## config.mk

```make
export PLATFORM = sky130hd
export DESIGN_NAME = bcd_operand_loader
export DESIGN_NICKNAME = d
export VERILOG_FILES = /design/src/rtl/bcd_operand_loader.sv
export SDC_FILE = /design/constraint.sdc
export NUM_CORES = 1
export LEC_CHECK = 0
export CORE_UTILIZATION = 47
export DETAILED_ROUTE_END_ITERATION = 10
export PLACE_DENSITY = 0.89
export SLEW_MARGIN = 20
export SYNTH_ARGS = -nofsm -noshare
export SYNTH_HDL_FRONTEND = slang
export SYNTH_SLANG_ARGS = --single-unit
```

## constraint.sdc

```tcl
create_clock -name Clock -period 1.95 [get_ports Clock]
set_input_delay 0.39 -clock Clock [delete_from_list [all_inputs] [get_ports Clock]]
set_output_delay 0.39 -clock Clock [all_outputs]
set_load 0.005 [all_outputs]
```

## src/rtl/bcd_operand_loader.sv

```systemverilog
// Operand-entry stage: captures BCD digit A, then digit B plus carry-in, one per debounced key press.
// Define BCD_LOADER_DEBOUNCE_EN to enable the counter-based debouncer; otherwise the synced key is used directly.
module bcd_operand_loader #(
  parameter int DEBOUNCE_CYCLES = 500000,
  parameter int CNT_W           = 20
) (
  input  logic       Clock,
  input  logic       Resetn,
  input  logic [3:0] digit_in,
  input  logic       cin_in,
  input  logic       load_n,
  output logic [3:0] a,
  output logic [3:0] b,
  output logic       ci,
  output logic       valid,
  output logic       err,
  output logic [1:0] state
);

  typedef enum logic [1:0] {
    S_A    = 2'b00,
    S_B    = 2'b01,
    S_SHOW = 2'b10,
    S_BAD  = 2'b11
  } state_t;

  function automatic logic is_bcd(input logic [3:0] d);
    return (d <= 4'd9);
  endfunction

  logic       sync1_r, sync2_r;
  logic       deb_s, deb_prev_r;
  logic       press_s, digit_ok_s;

  state_t     state_r, state_nxt_s;
  logic [3:0] a_r, a_nxt_s;
  logic [3:0] b_r, b_nxt_s;
  logic       ci_r, ci_nxt_s;
  logic       valid_r, valid_nxt_s;
  logic       err_r, err_nxt_s;

  // Two-flop synchronizer for the asynchronous pushbutton; idles released (high).
  always_ff @(posedge Clock) begin
    if (!Resetn) begin
      sync1_r <= 1'b1;
      sync2_r <= 1'b1;
    end else begin
      sync1_r <= load_n;
      sync2_r <= sync1_r;
    end
  end

`ifdef BCD_LOADER_DEBOUNCE_EN
  localparam logic [CNT_W-1:0] CNT_LAST = CNT_W'(DEBOUNCE_CYCLES - 1);

  logic [CNT_W-1:0] cnt_r;
  logic             deb_r;

  // Debouncer: a changed level must persist DEBOUNCE_CYCLES cycles before it is accepted.
  always_ff @(posedge Clock) begin
    if (!Resetn) begin
      cnt_r <= '0;
      deb_r <= 1'b1;
    end else if (sync2_r == deb_r) begin
      cnt_r <= '0;
    end else if (cnt_r == CNT_LAST) begin
      cnt_r <= '0;
      deb_r <= sync2_r;
    end else begin
      cnt_r <= cnt_r + CNT_W'(1);
    end
  end

  assign deb_s = deb_r;
`else
  assign deb_s = sync2_r;
`endif

  // Remember previous debounced level so a held key yields a single press.
  always_ff @(posedge Clock) begin
    if (!Resetn) begin
      deb_prev_r <= 1'b1;
    end else begin
      deb_prev_r <= deb_s;
    end
  end

  assign press_s    = deb_prev_r & ~deb_s;
  assign digit_ok_s = is_bcd(digit_in);

  // Next-state and capture logic; registers hold unless a press arrives.
  always_comb begin
    state_nxt_s = state_r;
    a_nxt_s     = a_r;
    b_nxt_s     = b_r;
    ci_nxt_s    = ci_r;
    valid_nxt_s = valid_r;
    err_nxt_s   = err_r;
    case (state_r)
      S_A: begin
        if (press_s && digit_ok_s) begin
          a_nxt_s     = digit_in;
          err_nxt_s   = 1'b0;
          state_nxt_s = S_B;
        end else if (press_s) begin
          err_nxt_s = 1'b1;
        end else begin
          err_nxt_s = err_r;
        end
      end
      S_B: begin
        if (press_s && digit_ok_s) begin
          b_nxt_s     = digit_in;
          ci_nxt_s    = cin_in;
          err_nxt_s   = 1'b0;
          valid_nxt_s = 1'b1;
          state_nxt_s = S_SHOW;
        end else if (press_s) begin
          err_nxt_s = 1'b1;
        end else begin
          err_nxt_s = err_r;
        end
      end
      S_SHOW: begin
        // A valid digit here is the A operand of the next pair.
        if (press_s && digit_ok_s) begin
          valid_nxt_s = 1'b0;
          a_nxt_s     = digit_in;
          err_nxt_s   = 1'b0;
          state_nxt_s = S_B;
        end else if (press_s) begin
          err_nxt_s = 1'b1;
        end else begin
          err_nxt_s = err_r;
        end
      end
      default: begin
        valid_nxt_s = 1'b0;
        state_nxt_s = S_A;
      end
    endcase
  end

  // Operand and FSM registers; reset overrides any press on the same edge.
  always_ff @(posedge Clock) begin
    if (!Resetn) begin
      state_r <= S_A;
      a_r     <= 4'd0;
      b_r     <= 4'd0;
      ci_r    <= 1'b0;
      valid_r <= 1'b0;
      err_r   <= 1'b0;
    end else begin
      state_r <= state_nxt_s;
      a_r     <= a_nxt_s;
      b_r     <= b_nxt_s;
      ci_r    <= ci_nxt_s;
      valid_r <= valid_nxt_s;
      err_r   <= err_nxt_s;
    end
  end

  assign a     = a_r;
  assign b     = b_r;
  assign ci    = ci_r;
  assign valid = valid_r;
  assign err   = err_r;
  assign state = state_r;

endmodule

```

# [Word-level counts from Yosys, hierarchy flattened]
# Cells that the tools add are included.
[word_totals] ff_bits=16 latchBits=0 ramBits=0 rom_bits=0 input_bits=8 wordCells=36 memories=0
[op_classes] addsub=0 n_mul=0 div_mod_pow=0 n_lt_le_gt_ge=1 n_eq_ne=5 n_shift=0 mux=8 bitwise_logic=3 n_reduce_logical=10
[ops] op="2-bit AND reduction" n=4
[ops] op="4-bit less-or-equal comparator (second input constant)" n=1
[ops] op="1-bit 2-to-1 mux" n=4
[ops] op="2-bit 2-to-1 mux" n=2
[ops] op="2-bit != test (second input constant)" n=2
[ops] op="2-bit case mux with 2 select lines" n=1
[ops] op="1-bit case mux with 3 select lines" n=1
[ops] op="3-bit AND reduction" n=1
[ops] op="3-bit OR reduction" n=1
[ops] op="2-bit by 1-bit equality test with 1-bit output (second input constant)" n=1
[ops] op="2-bit equality test (second input constant)" n=1
[ops] op="2-bit logical NOT" n=1
[ops] op="2-bit by 1-bit != test with 1-bit output (second input constant)" n=1
[ops] op="1-bit inverter" n=2
[ops] op="2-bit nonzero test" n=1
[ops] op="2-bit OR reduction" n=1
[ops] op="1-bit bitwise AND" n=1
[ops] op="1-bit logical AND" n=1

# [Depth between registers and ports, before layout]
# Gate-level depths: netlist (run 1).
[logic_depth] ltp_word=5 mapped_depth=3 depth_no_buf=3

# [Least setup slack after synthesis (run 1)]
# No wires, ideal clock.
[synth_timing] path_type="input port to flip-flop" startpoint="input digit_in[2]" endpoint="register a_r[0], in the netlist a[0]" setup_ns=0.072 t_arrival_ns=1.079 path_slack_ns=0.800 stages=3 path_cell_list="o21a_4 nor3_4 mux2i_1"
[synth_between] elab_chain_len=3
[synth_rtl] item="start: declaration" line="9" source="input logic [3:0] digit_in,"
[synth_rtl] item="4-bit less-or-equal comparator" line="28" source="return (d <= 4'd9);"
[synth_rtl] item="1-bit logical AND" line="101, 126"
[synth_rtl] item="2-bit AND reduction (no line)"
[synth_rtl] item="end signal: assignment" line="155" source="a_r <= a_nxt_s;"
[synth_rtl] item="end: declaration" line="36" source="logic [3:0] a_r, a_nxt_s;"
# Every way passes these cells.
# A chain may end at the register's enable or synchronous reset.

# [Final worst setup path (run 1)]
[layout_timing] startpoint="register state_r[0], in the netlist state[0]" endpoint="output state[0]"
[layout_lines] item="start: declaration" line="35" source="state_t state_r, state_nxt_s;"
[layout_lines] item="start signal: assignment" line="154" source="state_r <= state_nxt_s;"
[layout_lines] item="end: declaration" line="17" source="output logic [1:0] state"
# No word-level cell between the ends.

==> flow_summary.yaml, run 1 <==
die:
  num_rows: 13
  initial_core_util_pct: 51.2
  die_area_um2: 1590
  die_h_um: 39.9
  core_um2: 1320
  io_pins: 21
  die_x_um: 39.9
worst_hold_path:
  min-delay-start: "sync1_r$_SDFF_PN1_"
  hold_depth: 1
  hold_class: "reg -> reg"
  worstHoldEndpoint: "deb_s$_SDFF_PN1_"
drt:
  totalWireLength_um: 1290
  dr.max_layer_used: "met4"
  drt_first_pass_iters: 4
  wl_per_cell_um: 11.7
  drt_iter0_markers: 6
  wl_met2_um: 580
  via_per_inst: 5.29
  wl_met3_um: 51
  antenna_left: 0
  dr_total_vias: 582
  wl_met1_um: 617
  remaining_drc_errors: 0
cts:
  cts_buffers: 3
  cts_resized: 0
  cts_root_buf: "clkbuf_4"
  clock-sinks: 16
  clock_latency_ns: 0.29
  clock_path_buffers: 2
  cts_max_level: 1
  clk_pin_slew_ns: 0.10
  ctsHoldBuffers: 0
  cts_tree: "done"
  post_cts_buffers: 0
cells_and_area:
  diodes: 0
  utilization_pct: 70.1
  fillers: 111
  drive_gt1_share_pct: 10.5
  nets: 104
  syn2layout_area_growth_pct: 36.9
sta:
  finalHoldViolCount: 0
  finalSetupViolations: 0
  skew_ns: 0.00628
  tightest_slew_ns: 0.315
  maxSlewViolCount: 0
  slew_headroom_pct: 79.0
  finalCriticalPeriod_ns: 1.72
  timing.final.crit_share_pct: 88.4
  rsz0062_at_grt: "false"
  finalSetupTns_ns: 0
  fmax_mhz: 580
  whs_ns: 0.422
critical_path:
  end_kind: "output pin"
  critical_path_class: "reg -> out"
  critPathRequiredTime_ns: 1.56
  cp_max_fo: 8
  path_buf_inv: 1
  cp.arrival_ns: 1.33
  critPathTopFamily: "buffers and inverters"
  reg2reg_to: "valid$_SDFFE_PN0P_"
  reg2reg_depth: 3
  crit_chain: "clkdlybuf4s50_1"
  cp_slowest_cell: "clkdlybuf4s50_1"
  r2r_slack_ns: 0.77
  reg2reg_from: "state[1]$_SDFFE_PN0P_"
  max_stage_delay_ns: 0.56
  worst_setup_path_start_kind: "register"
place:
  gp_congestion: 0.722
  place_hpwl_um: 945
  port_buffers: 20
grt:
  antenna_found_initial: 0
  grt_use_total_pct: 21.4
  grt_pass1_vias: 498
  grt_pass1_wl_um: 2170
  grt_max_degree: 15
  overflow: 0
synthesis:
  synth_seq_area_share_pct: 47.5
  syn_inst: 71
  syn_avg_cell_area_um2: 9.50
  ys_warn_count: 0
  synthesis.area_um2: 674
  synth_cell_types: 21
  ys_ff_latch: 16
  synth_fp_nets: 79
power:
  ir_drop_uv: 455
  p_leak_nw: 0.322
  total_power_uw: 629
  powerDensity_nw_per_um2: 681
job:
  drv_cap: 0
run_status:
  run_status: "finished, final reports clean"
==> synthesized netlist by cell type, drive strengths merged <==
cell type / number / share of area, %
o21ai: 7 / 5.8
o21a: 3 / 4.5
or3: 1 / 0.93
inv: 2 / 1.1
clkbuf: 1 / 2.0
nor3: 1 / 2.4
nand2b: 7 / 6.9
and4bb: 1 / 1.9
nand4bb: 1 / 1.7
nand2: 8 / 4.5
dfxtp: 16 / 47
nor2b: 2 / 1.9
a21oi: 9 / 6.7
o31a: 1 / 1.3
nor2: 1 / 0.56
mux2i: 4 / 5.9
and2: 1 / 0.93
nand3: 5 / 3.7
==> registers in the layout (all words and copies together), names as in the netlist <==
name        cells
sync1_r         1
deb_s           1
err             1
deb_prev_r      1
ci              1
valid           1
a               4
state           2
b               4
==> metal layers <==
layer  track usage (%)  vias up
met5                 0        -
met4              15.5        0
met3              5.11        5
met2              31.5       18
met1              26.6      261
li1                  -      298
==> power by group <==
part / internal [mW] / total [mW] / switching [mW]
clock network: 0.114 / 0.219 / 0.106
registers: 0.335 / 0.342 / 0.00644
logic: 0.0382 / 0.0678 / 0.0296
total: 0.487 / 0.629 / 0.142
==> cell type report <==
class	count	area [um2]	area share, %
clock buffers	4	36.3	3.93
repair buffers	21	208	22.5
multi-input cells	52	333	36.0
inverters	2	7.51	0.813
flip-flops and latches	16	320	34.7
well taps	15	18.8	2.03
==> worst max path at each step <==
stage,from,to,slack (ns),cells after the start
after floorplan,digit_in[2],a[0]$_SDFFE_PN0P_,0.80,3
after global placement,digit_in[2],a[3]$_SDFFE_PN0P_,0.22,4
after detailed placement,digit_in[2],a[2]$_SDFFE_PN0P_,0.19,4
after CTS,state[0]$_SDFFE_PN0P_,state[0],0.22,1
after global routing,state[0]$_SDFFE_PN0P_,state[0],0.13,1
final,state[0]$_SDFFE_PN0P_,state[0],0.23,1
==> cells in the final DEF, fill, tap and decap left out <==
cell,count
nand4bb_1,1
nand2b_1,6
o21a_4,1
dfxtp_1,16
or3_1,1
a21oi_1,9
clkbuf_8,1
and4bb_2,1
nand2_1,8
o21ai_0,6
o21a_1,2
nor2b_1,2
nor3_4,1
and2_1,1
inv_1,2
mux2i_1,4
o31a_1,1
nand3_1,5
nor2_1,1
clkbuf_4,3
buf_4,1
clkdlybuf4s50_1,20
o21ai_2,1
nand2b_2,1
==> through the flow <==
stage	setup slack [ns]	std cells	instance area [um2]
global route	0.131	110	923
floorplan	0.800	71	674
global placement	0.217	106	887
detailed placement	0.187	106	887
CTS	0.216	110	923
finish	0.226	110	923
==> cells by family (layout without fill, tap and decap cells) <==
logic type,count (synthesis),count (layout),synth area share (%)
and+or+nand+nor,28,28,25.2
AOI/OAI and AO/OA,20,20,18.2
DFF,16,16,47.5
muxes,4,4,5.94
buffers and inverters,3,27,3.15
Power figures use the tool's default switching activity.
==> inputs of run 2 (changes only) <==
--- a/config.mk
+++ b/config.mk
@@ -7,7 +7,7 @@
 export LEC_CHECK = 0
 export CORE_UTILIZATION = 47
 export DETAILED_ROUTE_END_ITERATION = 10
-export PLACE_DENSITY = 0.89
+export PLACE_DENSITY_LB_ADDON = 0.08
 export SLEW_MARGIN = 20
 export SYNTH_ARGS = -nofsm -noshare
 export SYNTH_HDL_FRONTEND = slang
==> run 2 against run 1 <==
Net effect: setup slack better by 0.0047 ns; power shrank 0.62%; hold slack improved by 0.0012 ns; final cell count did not move; register-to-register slack improved by 0.02 ns; first-iteration DRC count rose by 100%; sequential power about the same; highest routed layer unchanged.
==> flow_summary.yaml, run 2 (synthesis gave the netlist of run 1 again) <==
sta:
  finalSetupTns_ns: 0
  tightest_slew_ns: 0.322
  timing.final.crit_share_pct: 88.2
  finalCriticalPeriod_ns: 1.72
  finalHoldViolCount: 0
  skew_ns: 0.00449
  rsz0062_at_grt: "false"
  slew_headroom_pct: 78.5
  fin_ws_ns: 0.231
  maxSlewViolCount: 0
  fmax_mhz: 582
  finalSetupViolations: 0
cts:
  clock_latency_ns: 0.28
  cts_resized: 0
  cts_tree: "done"
  ctsHoldBuffers: 0
  cts_max_level: 1
  post_cts_buffers: 0
  cts_root_buf: "clkbuf_4"
  clock_path_buffers: 2
  cts_buffers: 3
  clock-sinks: 16
  clk_pin_slew_ns: 0.09
place:
  preCtsSetupSlack_ns: 0.172
  port_buffers: 20
  place_hpwl_um: 1010
  gp_congestion: 0.793
die:
  initial_core_util_pct: 51.2
  die_h_um: 39.9
  core_um2: 1320
  io_pins: 21
  die_x_um: 39.9
  die_area_um2: 1590
  num_rows: 13
worst_hold_path:
  hold_class: "reg -> reg"
  hold_depth: 1
  min-delay-start: "sync1_r$_SDFF_PN1_"
  worstHoldEndpoint: "deb_s$_SDFF_PN1_"
drt:
  drt_first_pass_iters: 4
  wl_per_cell_um: 12.2
  drt_iter0_markers: 12
  dr_total_vias: 592
  via_per_inst: 5.38
  remaining_drc_errors: 0
  totalWireLength_um: 1340
  antenna_left: 0
critical_path:
  end_kind: "output pin"
  max_stage_delay_ns: 0.56
  critPathRequiredTime_ns: 1.56
  r2r_slack_ns: 0.79
  path_buf_inv: 1
  cp_max_fo: 8
  crit_chain: "clkdlybuf4s50_1"
  reg2reg_depth: 3
  cp.arrival_ns: 1.33
  reg2reg_from: "state[0]$_SDFFE_PN0P_"
  cp_slowest_cell: "clkdlybuf4s50_1"
  worst_setup_path_start_kind: "register"
  critPathTopFamily: "buffers and inverters"
  critical_path_class: "reg -> out"
  reg2reg_to: "b[3]$_SDFFE_PN0P_"
grt:
  antenna_found_initial: 0
  overflow: 0
  grt_pass1_vias: 497
  grt_pass1_wl_um: 2180
  grt_use_total_pct: 21.3
  grt_max_degree: 12
power:
  total_power_uw: 625
  powerDensity_nw_per_um2: 677
  p_leak_nw: 0.322
  ir_drop_uv: 490
cells_and_area:
  fillers: 116
  drive_gt1_share_pct: 10.5
  final_common_cell: "clkdlybuf4s50_1"
  diodes: 0
  nets: 104
  syn2layout_area_growth_pct: 36.9
  final_cell_mix: "20 x clkdlybuf4s50_1, 16 x dfxtp_1, 9 x a21oi_1, 8 x nand2_1"
run_status:
  run_status: "finished, final reports clean"
job:
  drv_cap: 0
==> run 2: cell counts in the layout (fill, tap and decap cells not counted) <==
Identical to the previous run, type by type.
==> run 2: worst max-delay path by stage <==
| stage | end | startpoint | slack [ns] | cells after the start |
|---|---|---|---|---|
| global route | state[0] | state[0]$_SDFFE_PN0P_ | 0.17 | 1 |
| detailed placement | a[0]$_SDFFE_PN0P_ | digit_in[2] | 0.17 | 4 |
| CTS | state[0] | state[0]$_SDFFE_PN0P_ | 0.22 | 1 |
| finish | state[0] | state[0]$_SDFFE_PN0P_ | 0.23 | 1 |
| floorplan | a[0]$_SDFFE_PN0P_ | digit_in[2] | 0.80 | 3 |
| global placement | a[1]$_SDFFE_PN0P_ | digit_in[2] | 0.21 | 4 |
==> run 2: per-layer routing <==
metal  GRT usage [%]  part of all wire, %  wire length, um
met1            30.2                   49              657
met2            28.2                   45              610
met3            5.11                  4.5               61
met4            12.9                 0.89               12
met5               0                    0                0
==> run 2: power by group <==
part	internal, mW	switching [mW]
logic	0.0382	0.0302
clock network	0.114	0.101
registers	0.335	0.00634
total	0.487	0.138
==> run 2: per-stage QoR <==
stage               hold WS [ns]  cells  util [%]  cell area [um2]
floorplan                  0.386     71         -              674
global placement           0.402    106      67.3              887
detailed placement         0.399    106      67.3              887
CTS                        0.421    110      70.1              923
global route               0.453    110      70.1              923
finish                     0.424    110      70.1              923
==> run 2: layout make-up <==
type                    count  area, um2  area share, %
clock buffers               4       36.3           3.93
repair buffers             21        208           22.5
flip-flops and latches     16        320           34.7
inverters                   2       7.51          0.813
multi-input cells          52        333           36.0
well taps                  15       18.8           2.03
==> inputs of run 3 (changes only) <==
--- a/config.mk
+++ b/config.mk
@@ -5,6 +5,7 @@
 export SDC_FILE = /design/constraint.sdc
 export NUM_CORES = 1
 export LEC_CHECK = 0
+export ABC_CLOCK_PERIOD_IN_PS = 1950
 export CORE_UTILIZATION = 47
 export DETAILED_ROUTE_END_ITERATION = 10
 export PLACE_DENSITY_LB_ADDON = 0.08
==> results of run 3 <==
The final DEF is identical to that of run 2; final timing and power are the same.
==> RTL edit (flow settings as in run 2) <==
Register the inputs `digit_in`, `cin_in` and `load_n` before use. The logic sees them one clock later.
--- a/src/rtl/bcd_operand_loader.sv
+++ b/src/rtl/bcd_operand_loader.sv
@@ -25,4 +25,14 @@
   } state_t;
 
+  logic [3:0] digit_q;
+  logic cin_q;
+  logic load_n_q;
+
+  always_ff @(posedge Clock) begin
+    digit_q  <= digit_in;
+    cin_q    <= cin_in;
+    load_n_q <= load_n;
+  end
+
   function automatic logic is_bcd(input logic [3:0] d);
     return (d <= 4'd9);
@@ -46,5 +56,5 @@
       sync2_r <= 1'b1;
     end else begin
-      sync1_r <= load_n;
+      sync1_r <= load_n_q;
       sync2_r <= sync1_r;
     end
@@ -87,5 +97,5 @@
 
   assign press_s    = deb_prev_r & ~deb_s;
-  assign digit_ok_s = is_bcd(digit_in);
+  assign digit_ok_s = is_bcd(digit_q);
 
   // Next-state and capture logic; registers hold unless a press arrives.
@@ -100,5 +110,5 @@
       S_A: begin
         if (press_s && digit_ok_s) begin
-          a_nxt_s     = digit_in;
+          a_nxt_s     = digit_q;
           err_nxt_s   = 1'b0;
           state_nxt_s = S_B;
@@ -111,6 +121,6 @@
       S_B: begin
         if (press_s && digit_ok_s) begin
-          b_nxt_s     = digit_in;
-          ci_nxt_s    = cin_in;
+          b_nxt_s     = digit_q;
+          ci_nxt_s    = cin_q;
           err_nxt_s   = 1'b0;
           valid_nxt_s = 1'b1;
@@ -126,5 +136,5 @@
         if (press_s && digit_ok_s) begin
           valid_nxt_s = 1'b0;
-          a_nxt_s     = digit_in;
+          a_nxt_s     = digit_q;
           err_nxt_s   = 1'b0;
           state_nxt_s = S_B;
Function: changed (Yosys sat finds a counterexample within 4 cycles, from zero or initial values and one cycle with Resetn low).
==> RTL edit against run 2 <==
- sequential power increased by 39%
- wire length rose by 0.22%
- area after synthesis rose by 18%
- critical path depth is the same
- count of clock-buffer cells in the layout unchanged
- design area increased by 12%
- setup slack worse by 0.017 ns
- sequential cell count increased by 6
- total power is 25% higher
- hold slack is essentially flat
- register-to-register slack lost 0.10 ns
- largest cell class is now sequential cells
- combinational power decreased by 15%
- final cell count rose by 5.5%
==> RTL edit: results (changes against run 2) <==
p_leak_nw: 0.3678  # +14%
synthTopCellsByCount: "22 x dfxtp_1, 9 x a21oi_1, 8 x nand2_1"
met1_usage_pct: 22.70  # -7.5 points
met3_usage_pct: 3.830  # -1.3 points
m1WireLength_um: 606  # -7.8%
grt_pass1_wl_um: 2318  # +6.3%
fin_hold_ws_ns: 0.4237  # +0.00009700 ns
skew_ns: 0.004414  # -0.00007169 ns
cts_max_level: 1  # unchanged
reg2reg_from: "digit_q[1]"
grt_max_degree: 16  # +4
r2r-end: "a[3]"
synthTopCellsByArea: "dfxtp_1 55%, a21oi_1 5.7%, mux2i_1 5.0%, nand2b_1 4.7%, o21ai_0 3.8%"
r2r_slack_ns: 0.69  # -0.10 ns
clk_latency_ns: 0.31  # +0.03 ns
status: "completed"
layout-drive-gt1-share_pct: 9.000  # -1.5 points
gp_congestion: 0.6815  # -14%
use_met2_pct: 25.07  # -3.2 points
ys_seq_area_share_pct: 55.43  # +7.9 points
wl_um: 1344  # +0.22%
dpl.hpwl_um: 990.9  # -2.1%
synthesis.nets: 85  # +7.6%
grt_pass1_vias: 521  # +4.8%
synth-compound-area-share_pct: 15.43  # -2.7 points
peakVddDrop_v: 0.0005631  # +15%
synth_mux_area_share_pct: 5.039  # -0.90 points
initialDrtViolationCount: 9  # -3
fill_cells: 128  # +10%
viasPerCell: 5.250  # -2.4%
max_slew.worst_pin.slew_ns: 0.4697  # +0.1477 ns
path_clk_slew_ns: 0.11  # +0.02 ns
dr_wl_met2_um: 631  # +3.4%
grt_usage_pct: 17.44  # -3.9 points
worstHoldStart: "sync1_r"
worstPathArrival_ns: 1.35  # +0.02 ns
nets: 109  # +4.8%
cp-startpoint: "state[0]"
p_int_mw: 0.6124  # +26%
wl_met3_um: 56  # -8.2%
-- RTL edit: changes by cell type in the layout (fill, tap and decap cells not counted) --
cell	change
dfxtp_1	+6
buf_4	-1
-- RTL edit: stage by stage --
step | instances | worst slack (ns) | instance area (um^2)
2_1_floorplan | 77 | 0.8435 | 794.5
3_3_place_gp | 112 | 0.3929 | 1001
3_5_place_dp | 112 | 0.3472 | 1001
4_1_cts | 116 | 0.2070 | 1037
5_1_grt | 116 | 0.1438 | 1037
6_report | 116 | 0.2141 | 1037
-- RTL edit: power groups by stage --
stage	registers, mW	clock network [mW]	logic (mW)
floorplan	0.484	0	0.0301
global placement	0.486	0	0.0573
detailed placement	0.486	0	0.0584
CTS	0.476	0.252	0.0588
global route	0.478	0.269	0.0638
finish	0.475	0.248	0.0580
-- RTL edit: final cells by class --
cell class                      count  share of cell area (%)
Sequential cell                    22                   42.46
Multi-Input combinational cell     52                   32.09
Timing Repair Buffer               20                   19.30
Clock buffer                        4                   3.498
Tap cell                           16                   1.930
Inverter                            2                  0.7238
